`src/rtl/c5_counter.sv`:
```
// Registered step counter with programmable step, inclusive limit and wrap/saturate
// boundary handling; flags each boundary crossing with a one-cycle terminal-count pulse.
module c5_counter #(
    parameter int unsigned      WIDTH     = 32,
    parameter int unsigned      STEP_W    = 8,
    parameter bit               SATURATE  = 1'b0,
    parameter logic [WIDTH-1:0] RESET_VAL = '0
) (
    input  logic              I_clk,
    input  logic              I_reset_n,
    input  logic              I_load,
    input  logic [WIDTH-1:0]  I_load_val,
    input  logic              I_en,
    input  logic              I_down,
    input  logic [STEP_W-1:0] I_step,
    input  logic [WIDTH-1:0]  I_limit,
    output logic [WIDTH-1:0]  O_count,
    output logic              O_tc,
    output logic              O_sat
);

    logic [WIDTH-1:0] r_count;
    logic             r_tc;
    logic             r_sat;

    logic [WIDTH-1:0] w_step;
    logic [WIDTH:0]   w_sum;
    logic             w_over;
    logic             w_under;
    logic [WIDTH-1:0] w_count_nxt;
    logic             w_tc_nxt;
    logic             w_sat_nxt;

    assign w_step  = WIDTH'(I_step);
    // One extra bit so a carry out of WIDTH always compares above the limit.
    assign w_sum   = {1'b0, r_count} + {1'b0, w_step};
    assign w_over  = w_sum > {1'b0, I_limit};
    assign w_under = w_step > r_count;

    always_comb begin
        w_count_nxt = r_count;
        w_tc_nxt    = 1'b0;
        w_sat_nxt   = r_sat;
        if (I_load) begin
            w_count_nxt = I_load_val;
            w_sat_nxt   = 1'b0;
        end else if (I_en && (w_step != '0)) begin
            w_sat_nxt = 1'b0;
            if (!I_down) begin
                if (w_over) begin
                    w_tc_nxt = 1'b1;
                    if (SATURATE) begin
                        w_count_nxt = I_limit;
                        w_sat_nxt   = 1'b1;
                    end else begin
                        w_count_nxt = '0;
                    end
                end else begin
                    w_count_nxt = w_sum[WIDTH-1:0];
                end
            end else begin
                if (w_under) begin
                    w_tc_nxt = 1'b1;
                    if (SATURATE) begin
                        w_count_nxt = '0;
                        w_sat_nxt   = 1'b1;
                    end else begin
                        w_count_nxt = I_limit;
                    end
                end else begin
                    w_count_nxt = r_count - w_step;
                end
            end
        end
    end

    always_ff @(posedge I_clk or negedge I_reset_n) begin
        if (!I_reset_n) begin
            r_count <= RESET_VAL;
            r_tc    <= 1'b0;
            r_sat   <= 1'b0;
        end else begin
            r_count <= w_count_nxt;
            r_tc    <= w_tc_nxt;
            r_sat   <= w_sat_nxt;
        end
    end

    assign O_count = r_count;
    assign O_tc    = r_tc;
    assign O_sat   = r_sat;

endmodule
```
`config.mk`:
```
export PLATFORM = sky130hd
export DESIGN_NAME = c5_counter
export DESIGN_NICKNAME = d
export VERILOG_FILES = /design/src/rtl/c5_counter.sv
export SDC_FILE = /design/constraint.sdc
export NUM_CORES = 1
export LEC_CHECK = 0
export ABC_AREA = 1
export CAP_MARGIN = 20
export CORE_MARGIN = 4
export CORE_UTILIZATION = 40
export CTS_CLUSTER_SIZE = 14
export DETAILED_ROUTE_END_ITERATION = 6
export GPL_TIMING_DRIVEN = 0
export PLACE_DENSITY = 0.68
export SLEW_MARGIN = 5
export SYNTH_ARGS = -nofsm -noshare
export SYNTH_HDL_FRONTEND = slang
export SYNTH_SLANG_ARGS = --single-unit
```
`constraint.sdc`:
```
create_clock -name I_clk -period 6.76 [get_ports I_clk]
set_clock_uncertainty 0.2 [all_clocks]
set_input_delay 1.352 -clock I_clk [delete_from_list [all_inputs] [get_ports I_clk]]
set_output_delay 1.352 -clock I_clk [all_outputs]
set_load 0.02 [all_outputs]
```
==> results.txt <==
The number of antenna violations at the first check in global routing came to 0. The number of ports placed on the die boundary is between 100 and 150. The worst hold path belongs to the class reg2reg.

The area taken by multi-input logic gates is about 4200 um2. The sequential area share after synthesis is roughly 14%. The clock latency on the worst-skew pair is about 0.30 ns. The slew at the pin with the worst max-slew slack came out at around 0.83 ns. The placed cell area is roughly 7200 um2. The number of nets with antenna violations after detailed routing is 0. The power per unit of standard cell area is 194 nW/um2.

The routed length per placed instance came out at roughly 17 um. The required arrival time at the worst endpoint came out at around 6.8 ns. The relative slew slack came out at between 40% and 50%.

The number of diodes came out at 0. The clock input transition at the sequential cells of the worst setup and hold paths is about 0.060 ns. The share of the clock period used by the worst path is just under 80%. The count of yosys warnings during synthesis came out at 0. The count of final hold-check violations is 0. The register cell area after layout is 826 um2.

The data arrival at the endpoint of the critical path came out at 5.28 ns. The maximum resistive drop on vdd is between 0.09 and 0.1 mV. The synthesis-to-finish area growth is 25.1%. The largest single stage delay on the critical path is 0.48 ns. The max-slew violation count came to 0.

In this run, synthesis produced a sequential element count of 33. Setup total negative slack on the finished layout was measured at 0 ns. The first global-routing pass estimated 33800 um of wire.

The maximum buffer depth of the clock tree is 2. The global placement routability congestion is around 0.98. The worst reg-to-reg setup slack is roughly 2.7 ns. The via count is between 6000 and 7000. The placeable core region is roughly 14000 um2.

TritonCTS built the clock tree. The worst path setup slack after routing is 1.47 ns. The smallest clock period supported by the final layout is computed as between 5 and 6 ns. The flow ran to the end, and the final reports show no timing, DRC or antenna violations. The critical path starts at I_step[7]. The sum of overflow across all layers after global routing came out at 0. The detail-routed via count per cell is approximately 5.1. The count of unique library cells instantiated by Yosys is 46. The area of the die came out at 16700 um2.

Across the run, the number of max-cap violations was 0. On the critical path, the stage with the largest delay is an instance of sky130_fd_sc_hd__clkdlybuf4s50_1. The height of the chip is approximately 130 um. Entering global routing, the biggest net connects 19 pins. The width of the die is 129 um. Setup repair after global routing left no endpoint under its margin. The most common cell after layout, fill and taps aside is sky130_fd_sc_hd__nand2_1. In this run, post-CTS hold repair placed 0 buffers. The peak clock frequency supported by timing came out at 189 MHz.

The number of DRC violations after detailed-routing iteration 0 is 525. The number of setup violations in the final report is 0. The placement row count came out at 44. The top fanout value on the critical path came out at 10. The total clock sinks is 33.

The number of cells on the worst reg-to-reg path is 27. The via count of the first global-routing pass is approximately 6200. The post-route cell area came out at ~7400 um2. The H-tree level count is 2. The total routing usage reported by global routing came out at approximately a quarter.

The final layout contains approximately 1300 nets. The worst setup path is captured at a flop. The quantity of I/O buffers inserted on ports came out at about 110. The worst hold path depth came out at 2. The final routed wirelength across all metal layers came out at ~22000 um. The post-CTS setup buffer count came out at 0.

The cell sitting at the root of the clock tree is a sky130_fd_sc_hd__clkbuf_16. The critical path class is in2reg. The initial standard-cell utilization of the core came out at 40.7%. The number of clock buffers added by TritonCTS is 5. The total design power is around 1.4 mW. The worst register-to-register path begins at O_count[7]$_DFFE_PN0P_. The top cell types in the final layout, fill and taps aside, are sky130_fd_sc_hd__nand2_1, sky130_fd_sc_hd__nor2_1, sky130_fd_sc_hd__inv_1. The half-perimeter wire length after placement came out at approximately 18000 um. Each instance of the synthesized netlist takes up on average just under 6 um2. The total nets after synthesis is about 1100. The number of fill cells in the layout came out at 1570. The startpoint identified for the worst hold timing path is O_count[6]$_DFFE_PN0P_. The worst setup path is launched from an input port.

The synthesized instance count is roughly 1000. In this design, the critical path's most frequently occurring cell is sky130_fd_sc_hd__nand2_1. The post-synthesis instance area is 5890 um2. The first-pass detailed-route iteration total came out at 5. Of the cells placed in the final design, the portion with a size suffix greater than 1 is 10.2%. The pre-CTS setup slack is 1.22 ns.

Post-CTS repair changed the size of 0 cells. The leakage power summed over all cells came out at ~3.8 nW. The total DRC errors in the routed layout came out at 0.
[cells in the mapped netlist, drive strengths merged]
library cell	n	share of area (%)
xor2	36	5.4
o21a	1	0.13
ha	48	10
clkinv	1	0.064
and3b	1	0.15
dfrtp	33	14
nand3b	1	0.13
o41ai	1	0.15
nor3	21	2.3
xnor2	2	0.30
a21o	3	0.38
a41oi	1	0.15
nor2	152	10
o21ai	21	1.8
a31oi	1	0.11
fa	2	0.68
and2	1	0.11
conb	1	0.064
a21oi	53	4.6
buf	30	3.9
nand4	14	1.6
o211ai	4	0.76
inv	146	9.3
and3	3	0.32
nor4	1	0.11
nand2	332	22
nand3	87	9.8
clkbuf	13	0.83
o21bai	2	0.25
[per-stage QoR]
stage	cells	util (%)	hold slack (ns)
CTS	1314	50.9	0.353
finish	1314	50.9	0.344
global placement	1305	49.8	0.335
detailed placement	1306	50.0	0.327
global route	1314	50.9	0.379
floorplan	1012	-	0.431
[sequential cells by signal (all words and copies together), names as in the netlist]
register  flops
O_count      32
O_tc          1
[cell families (layout without fill, tap and decap cells)]
kind of cell	count (synthesis)	count (layout)	share of synthesized area, %
flip-flops	33	33	14.0
XOR/XNOR	38	38	5.65
AND/OR/NAND/NOR	613	613	47.0
buffers and inverters	190	308	14.1
adder cells (fa/ha/maj)	50	50	10.9
AO/OA/AOI/OAI	87	87	8.35
other	1	1	0.0637
[worst paths after layout]
path | to
setup / recovery | O_count[16]$_DFFE_PN0P_
max in group asynchronous | O_count[30]$_DFFE_PN0P_
hold reg to reg | O_count[6]$_DFFE_PN0P_
setup reg to reg | O_count[16]$_DFFE_PN0P_
min in group asynchronous | O_count[16]$_DFFE_PN0P_
hold / removal | O_count[6]$_DFFE_PN0P_
[metal layers]
layer	part of all wire (%)	vias to the layer above	GRT usage (%)	routed length (um)
met1	47	3020	36.8	10300
li1	-	3385	-	-
met5	0	-	0	0
met3	6.5	34	3.87	1440
met4	2.4	0	6.92	530
met2	44	206	42.1	9670
[critical path: cells and delay by family]
family	cells	cell delay, ns
xor+xnor	1	0.17
simple gates	22	2.25
buf+inv	4	0.86
fa+ha+maj	2	0.61
[where the power goes]
group | internal [mW] | total (mW) | switching (mW)
registers | 0.229 | 0.274 | 0.0452
logic | 0.347 | 0.915 | 0.568
clock network | 0.138 | 0.243 | 0.106
total | 0.714 | 1.43 | 0.719
[cell type report]
class | count | share of cell area (%)
sequential | 33 | 11.2
buffer | 43 | 3.77
timing repair buffer | 110 | 15.1
multi-input combinational | 789 | 57.5
inverter | 147 | 7.49
clock buffer | 8 | 1.85
tap | 184 | 3.12
No activity file was read; power rests on OpenSTA's default activity.
